[src/rtl/misr_ctrl_pkg.sv]
// Shared types and constants for the MISR signature controller.
package misr_ctrl_pkg;

    typedef enum logic [2:0] {
        ST_IDLE,
        ST_CLEAR,
        ST_RUN,
        ST_CHECK,
        ST_DONE
    } state_e;

    // Value the MISR loads while misr_clr_n is low; users take the low N bits.
    localparam logic [63:0] MISR_SEED = 64'd1;

endpackage

[src/rtl/misr_sig_ctrl.sv]
// Sequences one MISR compaction run: clear, count valid samples, compare
// the final signature against the golden value and pulse done.
module misr_sig_ctrl
    import misr_ctrl_pkg::*;
#(
    parameter int N     = 64,
    parameter int CNT_W = 16
) (
    input  logic             clk,
    input  logic             rst,
    input  logic             start,
    input  logic             abort,
    input  logic [CNT_W-1:0] cfg_len,
    input  logic [N-1:0]     cfg_coeff,
    input  logic [N-1:0]     cfg_golden,
    input  logic             sample_valid,
    input  logic [N-1:0]     misr_sig,
    output logic             misr_en,
    output logic             misr_clr_n,
    output logic [N-1:0]     misr_coeff,
    output logic             busy,
    output logic             done,
    output logic             pass,
    output logic [N-1:0]     sig_out
);

    state_e           state_q, state_d;
    logic [CNT_W-1:0] count_q, count_d;
    logic [CNT_W-1:0] len_q, len_d;
    logic [N-1:0]     coeff_q, coeff_d;
    logic [N-1:0]     golden_q, golden_d;
    logic             pass_q, pass_d;
    logic [N-1:0]     sig_q, sig_d;

    // State, counter, latched configuration and result registers.
    always_ff @(posedge clk) begin
        if (rst) begin
            state_q  <= ST_IDLE;
            count_q  <= '0;
            len_q    <= '0;
            coeff_q  <= '0;
            golden_q <= '0;
            pass_q   <= 1'b0;
            sig_q    <= '0;
        end else begin
            state_q  <= state_d;
            count_q  <= count_d;
            len_q    <= len_d;
            coeff_q  <= coeff_d;
            golden_q <= golden_d;
            pass_q   <= pass_d;
            sig_q    <= sig_d;
        end
    end

    // Next-state, sample counting, result capture and per-state outputs.
    always_comb begin
        state_d  = state_q;
        count_d  = count_q;
        len_d    = len_q;
        coeff_d  = coeff_q;
        golden_d = golden_q;
        pass_d   = pass_q;
        sig_d    = sig_q;
        misr_en  = 1'b0;
        done     = 1'b0;

        case (state_q)
            ST_IDLE: begin
                if (start) begin
                    len_d    = cfg_len;
                    coeff_d  = cfg_coeff;
                    golden_d = cfg_golden;
                    count_d  = '0;
                    pass_d   = 1'b0;
                    sig_d    = '0;
                    state_d  = ST_CLEAR;
                end
            end
            ST_CLEAR: begin
                if (abort) begin
                    pass_d  = 1'b0;
                    state_d = ST_IDLE;
                end else if (len_q == '0) begin
                    state_d = ST_CHECK;
                end else begin
                    state_d = ST_RUN;
                end
            end
            ST_RUN: begin
                misr_en = sample_valid;
                // Abort takes priority over a sample, even the final one.
                if (abort) begin
                    pass_d  = 1'b0;
                    state_d = ST_IDLE;
                end else if (sample_valid) begin
                    count_d = count_q + CNT_W'(1);
                    if (count_q == len_q - CNT_W'(1)) begin
                        state_d = ST_CHECK;
                    end
                end
            end
            ST_CHECK: begin
                sig_d   = misr_sig;
                pass_d  = (misr_sig == golden_q);
                state_d = ST_DONE;
            end
            ST_DONE: begin
                done    = 1'b1;
                state_d = ST_IDLE;
            end
            default: begin
                state_d = ST_IDLE;
            end
        endcase
    end

    assign busy       = (state_q != ST_IDLE);
    assign misr_clr_n = !(rst || (state_q == ST_CLEAR));
    assign misr_coeff = coeff_q;
    assign pass       = pass_q;
    assign sig_out    = sig_q;

endmodule

[config.mk]
export PLATFORM = sky130hd
export DESIGN_NAME = misr_sig_ctrl
export DESIGN_NICKNAME = d
export VERILOG_FILES = /design/src/rtl/misr_ctrl_pkg.sv /design/src/rtl/misr_sig_ctrl.sv
export SDC_FILE = /design/constraint.sdc
export NUM_CORES = 1
export LEC_CHECK = 0
export BUFFER_PORTS_ARGS = -buffer_cell sky130_fd_sc_hd__buf_2
export CORE_MARGIN = 10
export CORE_UTILIZATION = 49
export CTS_CLUSTER_DIAMETER = 120
export DETAILED_ROUTE_END_ITERATION = 10
export GPL_TIMING_DRIVEN = 0
export MAX_ROUTING_LAYER = met4
export PLACE_DENSITY = 0.79
export REMOVE_ABC_BUFFERS = 1
export SYNTH_ARGS = -nofsm -noshare
export SYNTH_HDL_FRONTEND = slang
export SYNTH_SLANG_ARGS = --single-unit
export TNS_END_PERCENT = 10
[constraint.sdc]
create_clock -name clk -period 2.5 [get_ports clk]
set_input_delay 0.5 -clock clk [delete_from_list [all_inputs] [get_ports clk]]
set_output_delay 0.5 -clock clk [all_outputs]
set_load 0.02 [all_outputs]
# Word-level counts from Yosys, hierarchy flattened

Index checks and enable logic that the tools add are counted.

Word-level logic and storage cells: 53
Register bits after elaboration: 228
Input port bits: 213
Output and inout bits: 133

Add/sub/neg operators: 2
Reduce and logical (&&, ||, !) cells: 14
Equality and inequality tests: 12
Mux-type cells: 18

Operators by type and width:

| kind                                               | count |
|---|---|
| case mux 64 bit (2 select lines)                   | 1 |
| == test 64 bit                                     | 1 |
| 2-to-1 mux 64 bit                                  | 1 |
| 2-to-1 mux 16 bit                                  | 3 |
| case mux 16 bit (2 select lines)                   | 1 |
| adder 16 x 1 -> 16 bit, second input constant      | 1 |
| == test 16 bit                                     | 1 |
| zero test 16 bit                                   | 1 |
| subtractor 16 x 1 -> 16 bit, second input constant | 1 |
| 2-to-1 mux 3 bit                                   | 4 |
| case mux 3 bit (4 select lines)                    | 1 |
| == test 3 x 2 -> 1 bit, second input constant      | 2 |
| != test 2 bit, second input constant               | 3 |
| != test 3 bit, second input constant               | 2 |
| AND reduction 3 bit                                | 2 |
| nonzero test 3 bit                                 | 2 |
| 2-to-1 mux 1 bit                                   | 5 |
| AND reduction 2 bit                                | 2 |
| AND reduction 4 bit                                | 1 |
| nonzero test 2 bit                                 | 2 |
| == test 3 x 1 -> 1 bit, second input constant      | 1 |
| == test 3 bit, second input constant               | 1 |
| zero test 3 bit                                    | 1 |
| case mux 1 bit (3 select lines)                    | 1 |
| other kinds (5)                                    | 5 |

# Longest topological paths before layout

Gate-level depths: netlist (run 1).

Depth in word-level cells: 6
Depth in mapped cells: 8
Gate-level depth less buffers: 8

# Least setup slack after synthesis (run 1)

Ideal clock, no wire load.

Path kind: register to register
Start point: register len_q[2]
End point: register state_q[0]
Period minus slack after synthesis: 1.980 ns
Buffers on the path: 2
Arrival time: 1.910 ns
Slack: 0.520 ns
Library setup time: 0.070 ns
Cell stages (with the launch flop): 9
Data required time: 2.430 ns
Cells stage by stage: dfxtp_1 buf_6 or4_4 buf_6 nor4_4 xnor2_1 a2111oi_2 o2111ai_1 a21oi_1

Longest elaborated chain between the ends: 4
Elaborated cells between the ends (all ways): 8
Classes of those cells: add/sub: 1; eq/ne: 2; mux: 3; reduce/logical: 2

RTL lines:

| item                                                                             | RTL line                                 | RTL |
|---|---|---|
| start, declared                                                                  | misr_sig_ctrl.sv:29                      | `logic [CNT_W-1:0] len_q, len_d;` |
| start signal, assigned                                                           | misr_sig_ctrl.sv:48                      | `len_q <= len_d;` |
| subtractor 16 x 1 -> 16 bit or zero test 16 bit (tied branches)                  | misr_sig_ctrl.sv:98, misr_sig_ctrl.sv:84 |  |
| == test 16 bit or 2-to-1 mux 1 bit (tied branches)                               | misr_sig_ctrl.sv:98, misr_sig_ctrl.sv:84 |  |
| != test 3 bit (no line) or 2-to-1 mux 2 bit (tied branches)                      | --                                       |  |
| AND reduction 3 bit (no line) or case mux 3 bit (4 select lines) (tied branches) | --                                       |  |
| end signal, assigned                                                             | misr_sig_ctrl.sv:46                      | `state_q <= state_d;` |
| end, declared                                                                    | misr_sig_ctrl.sv:27                      | `state_e state_q, state_d;` |

Several ways; a longest one is shown, not always the timed one.
A chain may end at the register's enable or synchronous reset.

# Worst setup path in the final report (run 1)

Start point: register state_q[2]
End point: output busy

Longest elaborated chain between the ends: 1

RTL lines:

| item               | RTL line             | RTL |
|---|---|---|
| nonzero test 3 bit | misr_sig_ctrl.sv:118 | `assign busy = (state_q != ST_IDLE);` |
| end, declared      | misr_sig_ctrl.sv:21  | `output logic busy,` |

Every way passes these cells.

==> impl_metrics.tcl, run 1 <==
set metrics [dict create \
    grt_pass1_vias 8889 \
    nFillCells 1605 \
    async_flop_share_pct 0 \
    start_util_pct 49.9 \
    ff2ff_path_depth 9 \
    min_from "cfg_golden[20]" \
    synthXorXnorAreaFrac_pct 9.25 \
    grt_max_degree 135 \
    fin_crit_sh_pct 95.6 \
    timing.max_cap.violations 0 \
    run_status "finished, final reports clean" \
    synthMuxAreaShare_pct 0.107 \
    rsz0062_at_grt "false" \
    finalSetupViolCount 0 \
    r2r_start "state_q[0]" \
    synth_area_leaders "dfxtp_1, nand2_1, a21oi_1" \
    worst_hold_path.num_cells 3 \
    cp_max_fo 8 \
    dpl-instance-area_mm2 0.0113 \
    end_kind "primary output" \
    routed-wl-met2_mm 14.9 \
    die_h_um 158 \
    grt_pass1_wl_mm 45.2 \
    slew-limit-headroom_pct 41.8 \
    post_drt_wl_per_cell_um 17.3 \
    synth.most_common_cell "nand2_1" \
    synthSimpleGateAreaFrac_pct 24.5 \
    cp.required_ns 2.00 \
    antenna_found_initial 6 \
    crit_path_start_kind "flop" \
    p_per_area_mw_per_mm2 733 \
    critical_path_class "reg -> out" \
    path_clk_slew_ns 0.06 \
    antenna_left 0 \
    num_rows 50 \
    cts_hold_buffers 0 \
    vias 9230 \
    worst_slew_pin_slew_ns 0.864 \
    holdPathEnd "golden_q[20]" \
    ys_seq_area_share_pct 48.7 \
    netlist-cell-type-count 45 \
    cts_tree "yes" \
    reg2reg_to "pass" \
    synth_compound_area_share_pct 13.1 \
    routed_wl_mm 30.3 \
    core_mm2 0.0188 \
    final_hold_viol_count 0 \
    clock.fmax_mhz 418 \
    syn_inst 1193 \
    yosys.area_share.adder_pct 0.267 \
    finalPower_mw 8.94 \
    netlist.area_leader.share_pct 48.7 \
    ys.flop_type "dfxtp_1" \
    drive_gt1_share_pct 27.2 \
    grt-ovfl-total 0 \
    grtUsageTotal_pct 22.9 \
    period_minus_slack_ns 2.39 \
    synth_top_family_by_area "simple AND/OR/NAND/NOR gates" \
    fin_setup_tns_ns 0 \
    htreeDepth 1 \
    yosys-top-cells-count "nand2_1, dfxtp_1, a21oi_1" \
    cts.sinks 228 \
    clkLatencyLatePin_ns 0.51 \
    port_buffers 345 \
    critical_path_arrival_ns 1.89 \
    synth_warnings 0 \
    maxUsedRoutingLayer "met4" \
    r2r_slack_ns 0.14 \
    hp-class "in -> reg" \
    drt-initial-drc-count 617 \
    die_area_mm2 0.0251 \
    synth_top_area_cell "dfxtp_1" \
    cts-root-buf "clkbuf_16" \
    post-dp-hpwl_mm 21.4 \
    routabilityCongestion 0.863 \
    nNetsFinal 1703 \
    dr.pass1.iters 5 \
    clock_path_buffers 3 \
    cts_made_buffers 24 \
    slew_violations 0 \
    synth_edf_count 0 \
    syn_area_mm2 0.00937 \
    dr_wl_met3_mm 2.61 \
    wl_met1_mm 11.9 \
    leakage_nw 5.30 \
    ioPinCount 346 \
    area.growth.synth_to_final_pct 30.1 \
    final_area_mm2 0.0122 \
    fin_skew_ns 0.00862 \
    synth-seq-cells 228 \
    routed_via_density 5.29 \
    drc 0 \
    final.setup.worst_slack_ns 0.109 \
    synth_area_per_cell_um2 7.85 \
    die_x_um 158 \
    peakVddDrop_mv 0.553 \
    pre_cts_ws_ns -0.264 \
]
[registers in the layout, indices dropped and copies added (netlist names)]
signal / cells
sig_out: 64
state_q: 3
len_q: 16
pass: 1
golden_q: 64
count_q: 16
misr_coeff: 64
[kinds of logic after synthesis]
logic type	Yosys count
flops	228
xor+xnor	99
buf+inv	95
compound gates	234
simple gates	534
fa+ha+maj	2
mux	1
[per-layer routing]
layer	vias to the layer above	global-route usage, %
li1	4557	-
met1	4245	25.9
met2	370	38.7
met3	58	6.18
met4	0	7.45
met5	-	-
[layout make-up]
| type | instances | area (µm²) | share of cell area, % |
|---|---|---|---|
| Clock buffer | 35 | 723 | 5.93 |
| Tap cell | 234 | 293 | 2.40 |
| Multi-Input combinational cell | 872 | 4490 | 36.8 |
| Timing Repair Buffer | 354 | 1930 | 15.8 |
| Antenna cell | 7 | 17.5 | 0.144 |
| Inverter | 8 | 30.0 | 0.246 |
| Clock inverter | 8 | 140 | 1.15 |
| Sequential cell | 228 | 4570 | 37.5 |
[report_power, final]
group	total, mW	internal, mW	leakage, nW	switching (mW)
clock network	3.84	2.41	0.428	1.43
registers	3.92	3.80	1.86	0.118
logic	1.18	0.466	3.01	0.717
[timing repair]
item                                    CTS  global route
pin swaps                                 1             1
setup buffers                             1             0
resized for setup                         1             7
endpoints found under the setup margin    1            87
cloned                                    0             2
[placed cells by master, fill, tap and decap left out, types with 2 or more instances in the layout]
master / instances
buf_2: 344
nor2_1: 26
inv_1: 8
and4_1: 2
nand2b_1: 4
clkbuf_16: 25
and2_2: 2
nor4_1: 14
nand4_1: 14
bufinv_16: 4
clkbuf_8: 6
xnor2_1: 50
nor4_4: 2
buf_16: 5
a31oi_1: 4
a21oi_1: 215
buf_8: 3
clkinv_2: 4
ha_1: 2
or3_1: 2
nand3_1: 73
a2111oi_2: 2
diode_2: 7
clkbuf_1: 4
nor3_1: 12
xor2_1: 49
and3_1: 5
o21ai_0: 3
nor3b_1: 2
nand3b_1: 2
dfxtp_1: 227
nand2_1: 364
[stage by stage]
stage	instances	utilization, %	hold WS [ns]
after floorplan	1106	-	0.442
after global placement	1685	58.8	0.439
after detailed placement	1693	59.9	0.443
after CTS	1737	64.6	0.204
after global routing	1745	64.9	0.214
final	1746	65.0	0.224
[critical path, stage by stage (launching register included)]
cell and delay (ns):
dfxtp_1 0.37, or2_2 0.36, nor2_2 0.42, inv_1 0.07, buf_2 0.17
[worst max path at each step]
stage / startpoint / end / slack [ns] / depth (start not counted)
after floorplan: state_q[0] / count_q[13] / -2.74 / 5
after global placement: start / count_q[13] / -5.74 / 4
after detailed placement: state_q[1] / pass / -0.26 / 9
after CTS: state_q[2] / golden_q[9] / 0.07 / 6
after global routing: state_q[0] / pass / 0.007 / 9
final: state_q[2] / busy / 0.11 / 4
Power figures use the tool's default switching activity.
==> run 2: changes to the inputs <==
ABC_AREA = 1   (was not set)
CORE_UTILIZATION = 50   (was 49)
GPL_ROUTABILITY_DRIVEN = 0   (was not set)
PLACE_DENSITY = 0.8   (was 0.79)
==> run 2 against run 1 <==
Net effect: highest routed layer unchanged; maximum frequency up 3.8%; hold slack better by 0.0012 ns; die area up 3.6%; first-iteration DRC count up 19%; critical path depth up 3; clock power about the same; final cell count up 9.7%; via count up 12%; global-route usage up 2.9 points; largest cell class is now multi-input combinational cells; combinational power up 35%; clock-buffer cell count down 1; sequential power up 1%.
==> impl_metrics.tcl, run 2 <==
set metrics [dict create \
    crit_path_top_delay_cell "buf_16" \
    end_kind "flop" \
    run_status "finished, final reports clean" \
    mostFrequentLayoutCell "buf_2" \
    die_h_um 161 \
    timing.max_cap.violations 0 \
    fin_setup_tns_ns 0 \
    cts_hold_buffers 0 \
    grt-ovfl-total 0 \
    yosys-top-cells-count "nand2_1, dfxtp_1, a21oi_1" \
    core_mm2 0.0195 \
    most-common-layout-cells "buf_2, nand2_1, dfxtp_1" \
    ioPinCount 346 \
    grt_pass1_wl_mm 53.8 \
    grtUsageTotal_pct 25.8 \
    htreeDepth 1 \
    period_minus_slack_ns 2.30 \
    synth_area_leaders "dfxtp_1, a21oi_1, nand2_1" \
    critPathBufInv 2 \
    fin_crit_sh_pct 92.1 \
    die_x_um 161 \
    drc 0 \
    routed_wl_mm 34.4 \
    netlist-cell-type-count 43 \
    dr.pass1.iters 5 \
    async_flop_share_pct 0 \
    synth_warnings 0 \
    grt_max_degree 156 \
    path_cells "nor2_2, nand2_2, inv_8, nand2_8, buf_16, nand3_1, a21oi_1" \
    rsz0062_at_grt "false" \
    cts.sinks 228 \
    worst_slew_pin_slew_ns 0.875 \
    synth.most_common_cell "nand2_1" \
    p_per_area_mw_per_mm2 740 \
    cts_made_buffers 25 \
    clock.fmax_mhz 434 \
    routed_via_density 5.41 \
    area.growth.synth_to_final_pct 27.9 \
    cp_max_fo 155 \
    leakage_nw 5.51 \
    path_clk_slew_ns 0.06 \
    netlist.area_leader.share_pct 45.8 \
    die_area_mm2 0.0260 \
    crit_path_start_kind "flop" \
    grt_pass1_vias 10300 \
    cts-root-buf "clkbuf_16" \
    final_hold_viol_count 0 \
    slew-limit-headroom_pct 41.6 \
    drive_gt1_share_pct 26.5 \
    post-dp-hpwl_mm 24.4 \
    antenna_found_initial 14 \
    dp.cells 1857 \
    peakVddDrop_mv 0.631 \
    num_rows 51 \
    fin_cells 1916 \
    synth-seq-cells 228 \
    synth_top_area_cell "dfxtp_1" \
    critPathMaxStageDelay_ns 0.38 \
    hold_slack_ns 0.225 \
    vias 10400 \
    cts_setup_buffers 0 \
    syn_area_mm2 0.00996 \
    cp.required_ns 2.89 \
    synth_edf_count 0 \
    cts_tree "yes" \
    clkLatencyLatePin_ns 0.54 \
    post_drt_wl_per_cell_um 18.0 \
    start_util_pct 51.0 \
    critical_path_arrival_ns 2.69 \
    slew_violations 0 \
    synth_area_per_cell_um2 7.49 \
    critical_path_class "reg -> reg" \
    drt-initial-drc-count 735 \
    final.setup.worst_slack_ns 0.198 \
    cpLargestDelayFamily "simple AND/OR/NAND/NOR gates" \
    port_buffers 345 \
    syn_inst 1329 \
    pre_cts_ws_ns -0.0362 \
    ys_seq_area_share_pct 45.8 \
    nFillCells 1690 \
    nNetsFinal 1834 \
    fin_skew_ns 0.0202 \
    antenna_left 0 \
    hp-class "in -> reg" \
    finalSetupViolCount 0 \
    ys.flop_type "dfxtp_1" \
    clock_path_buffers 3 \
]
==> run 2: cell families after synthesis <==
| logic type | Yosys count | share of synthesized area (%) |
|---|---|---|
| buf+inv | 157 | 6.69 |
| simple gates | 609 | 27.7 |
| xor+xnor | 63 | 5.54 |
| flops | 228 | 45.8 |
| fa+ha+maj | 2 | 0.251 |
| compound gates | 270 | 14.0 |
==> run 2: cell type report <==
class / instances / area (µm²) / share of cell area, %
inverter: 67 / 262 / 2.05
timing repair buffer: 353 / 1940 / 15.2
sequential: 228 / 4560 / 35.9
tap: 265 / 332 / 2.60
multi-input combinational: 944 / 4750 / 37.3
antenna: 14 / 35.0 / 0.275
clock buffer: 34 / 709 / 5.57
clock inverter: 11 / 148 / 1.16
==> run 2: through the flow <==
step | power [mW] | util [%] | instance area [µm²]
global route | 9.81 | 65.2 | 12700
floorplan | 4.96 | - | 9540
CTS | 9.46 | 65.0 | 12700
global placement | 5.57 | 59.4 | 11600
detailed placement | 5.62 | 60.6 | 11800
finish | 9.42 | 65.2 | 12700
==> run 2: path summary, 6_finish.rpt <==
| kind | from | endpoint | slack, ns | cells after the start |
|---|---|---|---|---|
| setup / recovery | state_q[1] | sig_out[13] | 0.20 | 7 |
| hold / removal | cfg_coeff[9] | misr_coeff[9] | 0.23 | 3 |
| setup reg to reg | state_q[1] | sig_out[13] | 0.20 | 7 |
| hold reg to reg | misr_coeff[20] | misr_coeff[20] | 0.46 | 2 |
==> run 2: worst register-to-register path, cell delays in order, from the launching register on <==
cell and delay, ns:
dfxtp_1 0.37, nor2_2 0.14, nand2_2 0.12, inv_8 0.30, nand2_8 0.37, buf_16 0.39, nand3_1 0.39, a21oi_1 0.08
==> run 2: repair_timing <==
action,in CTS,in global routing
hold endpoints to repair,0,0
gates resized for setup,1,1
pin swaps,0,2
gates cloned,0,0
endpoints found under the setup margin,12,32
==> run 2: where the power goes <==
group	leakage [nW]	internal [mW]	switching, mW
registers	1.86	3.84	0.129
logic	3.23	0.570	1.02
clock network	0.425	2.30	1.55
==> run 2: routing by layer <==
| layer | wire length, µm | vias to the layer above | share of wire (%) | global-route usage (%) |
|---|---|---|---|---|
| li1 | - | 5021 | - | - |
| met1 | 13000 | 4834 | 38 | 28.2 |
| met2 | 17200 | 410 | 50 | 43.4 |
| met3 | 2660 | 96 | 7.7 | 6.69 |
| met4 | 1610 | 0 | 4.7 | 11.5 |
| met5 | 0 | - | 0 | - |
